<file path="config.mk">
export PLATFORM = sky130hd
export DESIGN_NAME = vec3_pair_join_flat
export DESIGN_NICKNAME = d
export VERILOG_FILES = /design/src/rtl/vec3_pair_join_if.sv /design/src/rtl/vec3_pair_join.sv /design/src/flat_wrapper.sv
export SDC_FILE = /design/constraint.sdc
export NUM_CORES = 1
export LEC_CHECK = 0
export CAP_MARGIN = 20
export CORE_MARGIN = 3
export CORE_UTILIZATION = 29
export CTS_CLUSTER_SIZE = 20
export DETAILED_ROUTE_END_ITERATION = 6
export SYNTH_ARGS = -nofsm -noshare
export SYNTH_HDL_FRONTEND = slang
export SYNTH_SLANG_ARGS = --single-unit
</file>
<file path="constraint.sdc">
create_clock -name clock -period 4.1 [get_ports clock]
set_clock_uncertainty 0.15 [all_clocks]
set_input_delay 1.025 -clock clock [delete_from_list [all_inputs] [get_ports clock]]
set_output_delay 1.025 -clock clock [all_outputs]
set_load 0.005 [all_outputs]
</file>
<file path="src/rtl/vec3_pair_join_if.sv">
// Bundle of the two upstream show-ahead FIFO read ports and the downstream
// paired read port; the slave modport is the join, the master modport is its environment.
interface vec3_pair_join_if #(
    parameter int DATA_WIDTH = 32,
    parameter int ARRAY_SIZE = 3
);
    // Each vector packs ARRAY_SIZE two's-complement components, component 0 in the low bits.
    logic [ARRAY_SIZE-1:0][DATA_WIDTH-1:0] a_din;
    logic                                  a_empty;
    logic                                  a_rd_en;
    logic [ARRAY_SIZE-1:0][DATA_WIDTH-1:0] b_din;
    logic                                  b_empty;
    logic                                  b_rd_en;
    logic [ARRAY_SIZE-1:0][DATA_WIDTH-1:0] x;
    logic [ARRAY_SIZE-1:0][DATA_WIDTH-1:0] y;
    logic                                  out_empty;
    logic                                  out_rd_en;
    logic [15:0]                           pair_count;

    modport slave (
        input  a_din,
        input  a_empty,
        output a_rd_en,
        input  b_din,
        input  b_empty,
        output b_rd_en,
        output x,
        output y,
        output out_empty,
        input  out_rd_en,
        output pair_count
    );

    modport master (
        output a_din,
        output a_empty,
        input  a_rd_en,
        output b_din,
        output b_empty,
        input  b_rd_en,
        input  x,
        input  y,
        input  out_empty,
        output out_rd_en,
        input  pair_count
    );
endinterface

</file>
<file path="src/rtl/vec3_pair_join.sv">
// Joins two show-ahead vec3 FIFO streams into a paired show-ahead stream
// through a two-entry pair buffer, popping both upstreams together or not at all.
module vec3_pair_join #(
    parameter int DATA_WIDTH = 32,
    parameter int ARRAY_SIZE = 3
) (
    input  logic                   clock,
    input  logic                   reset,
    vec3_pair_join_if.slave        bus
);
    typedef logic [ARRAY_SIZE-1:0][DATA_WIDTH-1:0] vec_t;

    typedef enum logic [1:0] {
        S_EMPTY = 2'd0,
        S_ONE   = 2'd1,
        S_FULL  = 2'd2
    } state_t;

    state_t      r_state;
    state_t      w_next_state;
    vec_t        r_entry_a [2];
    vec_t        r_entry_b [2];
    logic        r_wr_ptr;
    logic        r_rd_ptr;
    logic [15:0] r_pair_count;
    logic        w_pop;
    logic        w_load;

    // A pop frees a slot in the same cycle, so a full buffer can still accept a pair.
    assign w_pop  = bus.out_rd_en & (r_state != S_EMPTY);
    assign w_load = reset & ~bus.a_empty & ~bus.b_empty & ((r_state != S_FULL) | w_pop);

    assign bus.a_rd_en    = w_load;
    assign bus.b_rd_en    = w_load;
    assign bus.x          = r_entry_a[r_rd_ptr];
    assign bus.y          = r_entry_b[r_rd_ptr];
    assign bus.out_empty  = (r_state == S_EMPTY);
    assign bus.pair_count = r_pair_count;

    always_ff @(posedge clock or negedge reset) begin
        if (!reset) begin
            r_state <= S_EMPTY;
        end else begin
            r_state <= w_next_state;
        end
    end

    always_comb begin
        w_next_state = r_state;
        case (r_state)
            S_EMPTY: begin
                if (w_load) begin
                    w_next_state = S_ONE;
                end
            end
            S_ONE: begin
                if (w_load && !w_pop) begin
                    w_next_state = S_FULL;
                end else if (w_pop && !w_load) begin
                    w_next_state = S_EMPTY;
                end
            end
            S_FULL: begin
                if (w_pop && !w_load) begin
                    w_next_state = S_ONE;
                end
            end
            default: begin
                w_next_state = S_EMPTY;
            end
        endcase
    end

    // Entries are cleared on reset so the outputs read zero while empty after reset.
    always_ff @(posedge clock or negedge reset) begin
        if (!reset) begin
            for (int i = 0; i < 2; i++) begin
                r_entry_a[i] <= '0;
                r_entry_b[i] <= '0;
            end
            r_wr_ptr     <= 1'b0;
            r_rd_ptr     <= 1'b0;
            r_pair_count <= 16'd0;
        end else begin
            if (w_load) begin
                r_entry_a[r_wr_ptr] <= bus.a_din;
                r_entry_b[r_wr_ptr] <= bus.b_din;
                r_wr_ptr            <= ~r_wr_ptr;
            end
            if (w_pop) begin
                r_rd_ptr     <= ~r_rd_ptr;
                r_pair_count <= r_pair_count + 16'd1;
            end
        end
    end
endmodule
</file>
<file path="src/flat_wrapper.sv">
// flat-port wrapper written by rule: the top's interface ports become plain ports
module vec3_pair_join_flat 
#(
    parameter int DATA_WIDTH = 32,
    parameter int ARRAY_SIZE = 3
)
  (clock, reset, bus_a_din, bus_a_empty, bus_a_rd_en, bus_b_din, bus_b_empty, bus_b_rd_en, bus_x, bus_y, bus_out_empty, bus_out_rd_en, bus_pair_count);
  vec3_pair_join_if #(.DATA_WIDTH(DATA_WIDTH), .ARRAY_SIZE(ARRAY_SIZE)) bus_i ();
  input  logic clock;
  input  logic reset;
  input wire logic [$bits(bus_i.a_din)-1:0] bus_a_din;
  input wire logic [$bits(bus_i.a_empty)-1:0] bus_a_empty;
  output wire logic [$bits(bus_i.a_rd_en)-1:0] bus_a_rd_en;
  input wire logic [$bits(bus_i.b_din)-1:0] bus_b_din;
  input wire logic [$bits(bus_i.b_empty)-1:0] bus_b_empty;
  output wire logic [$bits(bus_i.b_rd_en)-1:0] bus_b_rd_en;
  output wire logic [$bits(bus_i.x)-1:0] bus_x;
  output wire logic [$bits(bus_i.y)-1:0] bus_y;
  output wire logic [$bits(bus_i.out_empty)-1:0] bus_out_empty;
  input wire logic [$bits(bus_i.out_rd_en)-1:0] bus_out_rd_en;
  output wire logic [$bits(bus_i.pair_count)-1:0] bus_pair_count;
  assign bus_i.a_din = bus_a_din;
  assign bus_i.a_empty = bus_a_empty;
  assign bus_a_rd_en = bus_i.a_rd_en;
  assign bus_i.b_din = bus_b_din;
  assign bus_i.b_empty = bus_b_empty;
  assign bus_b_rd_en = bus_i.b_rd_en;
  assign bus_x = bus_i.x;
  assign bus_y = bus_i.y;
  assign bus_out_empty = bus_i.out_empty;
  assign bus_i.out_rd_en = bus_out_rd_en;
  assign bus_pair_count = bus_i.pair_count;
  vec3_pair_join #(.DATA_WIDTH(DATA_WIDTH), .ARRAY_SIZE(ARRAY_SIZE)) u_core (.clock(clock), .reset(reset), .bus(bus_i));
endmodule
</file>
==> summary.txt <==
Hold path
  • Worst Hold Path EP: u_core.bus.pair_count[15]$_DFFE_PN0P_
  • Min-delay worst type: register to register
  • HP Start: u_core.bus.pair_count[15]$_DFFE_PN0P_
  • Worst Hold Depth: 1

Logic synthesis
  • Post-synth design cell area: 17600 um2
  • Top post-synthesis cells by area: dfrtp_1 57%, mux2_2 36%, buf_6 2.6%, mux2_4 1.4%, xnor2_1 0.55%
  • Share of flip-flops with an asynchronous set or reset: 100%
  • Yosys reg bits: 404
  • Synth Area per Inst: 16.0 um2
  • Post-synth top area share: 57.3%
  • Syn Nets: 1301
  • Post-synth EDFFs: 0
  • Synth area leader: dfrtp_1
  • Register area share after synthesis: 57.3%
  • Primary FF master, synth: dfrtp_1
  • Ys Warns: 0
  • Post-synthesis cell count: 1103
  • Yosys cell types: 30

Final layout
  • Nets: 1724
  • Final Core Density: 40.5%
  • Sequential cell area: 10100 um2
  • FILL cells: 5487
  • Layout cell share with drive strength beyond 1: 44.0%
  • Area added between synthesis and finish: 36.9%
  • Area of the multi-input gates: 6970 um2
  • Fin cells: 2335

Worst setup path
  • Crit path cell chain: clkdlybuf4s50_1, nor3b_4, o21a_4, clkdlybuf4s50_1
  • FF-to-FF path depth: 6
  • Worst Setup Start Kind: primary input
  • Worst path max stage delay: 0.58 ns
  • Crit path capture type: primary output
  • Setup Crit Path Kind: primary input to primary output
  • Worst path arrival time: 2.57 ns
  • Reg2reg start: u_core.r_state[0]$_DFFE_PN0P_
  • FF-to-FF setup slack: 1.83 ns
  • CP most frequent cell: clkdlybuf4s50_1
  • Max Fanout on Critical Path: 5
  • CP max-delay cell: clkdlybuf4s50_1
  • CP top delay family: buffers and inverters
  • Bufs and invs on worst path: 2
  • Worst Path Required: 2.92 ns
  • Worst r2r dst: u_core.r_entry_a[30]$_DFFE_PN0P_

Timing
  • Fmax: 267 MHz
  • Max-slew headroom: 38.4%
  • Hold Violations, Final: 0
  • Period utilization: 91.4%
  • Unrepaired setup endpoints after global routing: false
  • Worst-margin pin slew: 0.923 ns
  • Final setup vio count: 0
  • Minimum clock period: 3.75 ns
  • Fin Setup TNS: 0 ns
  • Slew Viols, Final: 0

Clock network
  • Skew-Pair Late Insertion Delay: 0.55 ns
  • Root Driver: clkbuf_16
  • CTS Buf Count: 48
  • CTS resizes: 0
  • Maximum root-to-sink buffer count: 3
  • CTS tree: done
  • Clock transition at path regs: 0.05 ns
  • Clock sink total: 404
  • Post-CTS Setup Inserts: 0
  • H-tree Lvls: 2
  • # hold bufs at CTS: 0

Floorplan
  • Core Region: 59600 um2
  • Boundary pin count: 408
  • Initial Util: 29.6%
  • Die Width: 253 um
  • Die height: 253 um
  • Die area: 63800 um2
  • Row cnt: 89

Outcome
  • Outcome: finished, final reports clean

Power
  • Lkg Pwr: 10.1 nW
  • Pwr per Cell Area: 801 nW/um2
  • Max IR drop VDD: 0.396 mV

Drt
  • Final ANT Viol Nets: 0
  • First-pass DRT Iterations: 4
  • Drt total wl: 44500 um
  • Via count: 10.5k
  • DR iter-0 viols: 284
  • WL/cell: 19.1 um
  • Drt drc: 0
  • Via/cell ratio: 4.51

Global route
  • Initial antenna violation count: 2
  • Vias in the first global route: 11.9k
  • Remaining global-route overflow: 0
  • First-pass GRT wire length: 69100 um
  • Tot GR Track Use: 13.7%
  • Largest net degree at the start of global routing: 159

Job
  • Max-Cap Viols: 0

Place
  • IO Port Bufs: 407
  • Placed cells: 2248
  • GP Congestion: 0.762
  • DP HPWL: 30700 um
-- state kept, by name, indices dropped and copies added (netlist names) --
name                   flops
u_core.r_entry_a         192
u_core.r_entry_b         192
u_core.bus.pair_count     16
u_core.r_state             2
u_core.r_rd_ptr            1
u_core.r_wr_ptr            1
-- final cells by class --
cell class,count,share of cell area (%)
Sequential cell,404,41.9
Multi-Input combinational cell,633,28.9
Timing Repair Buffer,437,18.6
Clock buffer,74,6.09
Tap cell,773,4.01
Clock inverter,10,0.451
Inverter,2,0.0311
Antenna cell,2,0.0207
-- how the worst max path moves through the flow --
stage | end | slack [ns] | from | cells past startpoint
after global placement | bus_a_rd_en | 0.35 | bus_b_empty | 4
after floorplan | bus_b_rd_en | 1.37 | bus_b_empty | 3
after detailed placement | bus_a_rd_en | 0.35 | bus_b_empty | 4
after global routing | bus_a_rd_en | 0.28 | bus_b_empty | 4
final | bus_a_rd_en | 0.35 | bus_b_empty | 4
after CTS | bus_x[32] | 0.32 | u_core.r_rd_ptr$_DFFE_PN0P_ | 3
-- synth_stat cells (3+ instances only) --
| master | instances |
|---|---|
| mux2_2 | 559 |
| nand4_1 | 4 |
| xor2_1 | 7 |
| xnor2_1 | 11 |
| mux2_4 | 17 |
| nand2_1 | 4 |
| nand3_1 | 6 |
| nor2b_1 | 3 |
| buf_6 | 40 |
| nor2_1 | 5 |
| buf_2 | 8 |
| dfrtp_1 | 404 |
| clkbuf_1 | 13 |
-- cells by family after synthesis --
family | Yosys count | share of synthesized area, %
mux | 577 | 37.2
buf+inv | 66 | 3.19
compound gates | 7 | 0.298
fa+ha+maj | 1 | 0.0710
flops | 404 | 57.3
simple gates | 30 | 0.994
xor+xnor | 18 | 0.894
-- report_power, final --
| group | switching [mW] | leakage, nW | internal [mW] | total, mW |
|---|---|---|---|---|
| Combinational | 2.71 | 4.40 | 5.55 | 8.26 |
| Sequential | 0.956 | 4.87 | 5.93 | 6.89 |
| Clock | 1.61 | 0.776 | 2.57 | 4.19 |
| Total | 5.27 | 10.1 | 14.1 | 19.3 |
-- stage by stage --
stage                     power (mW)  setup slack (ns)  hold WS, ns  area (um2)
after detailed placement        15.3             0.354        0.324       22500
after global routing            20.5             0.284        0.356       24100
final                           19.3             0.355        0.335       24100
after CTS                       19.7             0.316        0.336       24100
after global placement          15.1             0.346        0.314       22500
after floorplan                 10.8              1.37        0.304       17600
-- routing by layer --
| metal | vias to the layer above | track usage (%) | routed length, um |
|---|---|---|---|
| li1 | 4791 | - | - |
| met1 | 5442 | 15.7 | 17200 |
| met3 | 68 | 3.69 | 2710 |
| met4 | 0 | 4.75 | 1270 |
| met5 | - | 0 | 0 |
| met2 | 229 | 24.7 | 23400 |
-- layout by cell type (no fill, tap or decap), types with 4 or more instances in the layout --
cell | Yosys | layout
xor2_1 | 7 | 7
buf_12 | 0 | 14
nand4_1 | 4 | 4
buf_4 | 1 | 15
mux2_4 | 17 | 17
mux2_2 | 559 | 559
dfrtp_1 | 404 | 403
clkbuf_8 | 0 | 15
clkinv_2 | 0 | 5
xnor2_1 | 11 | 11
nand3_1 | 6 | 6
clkbuf_1 | 13 | 10
nor2_1 | 5 | 5
clkbuf_16 | 0 | 49
clkdlybuf4s50_1 | 0 | 406
Power figures use the tool's default switching activity.
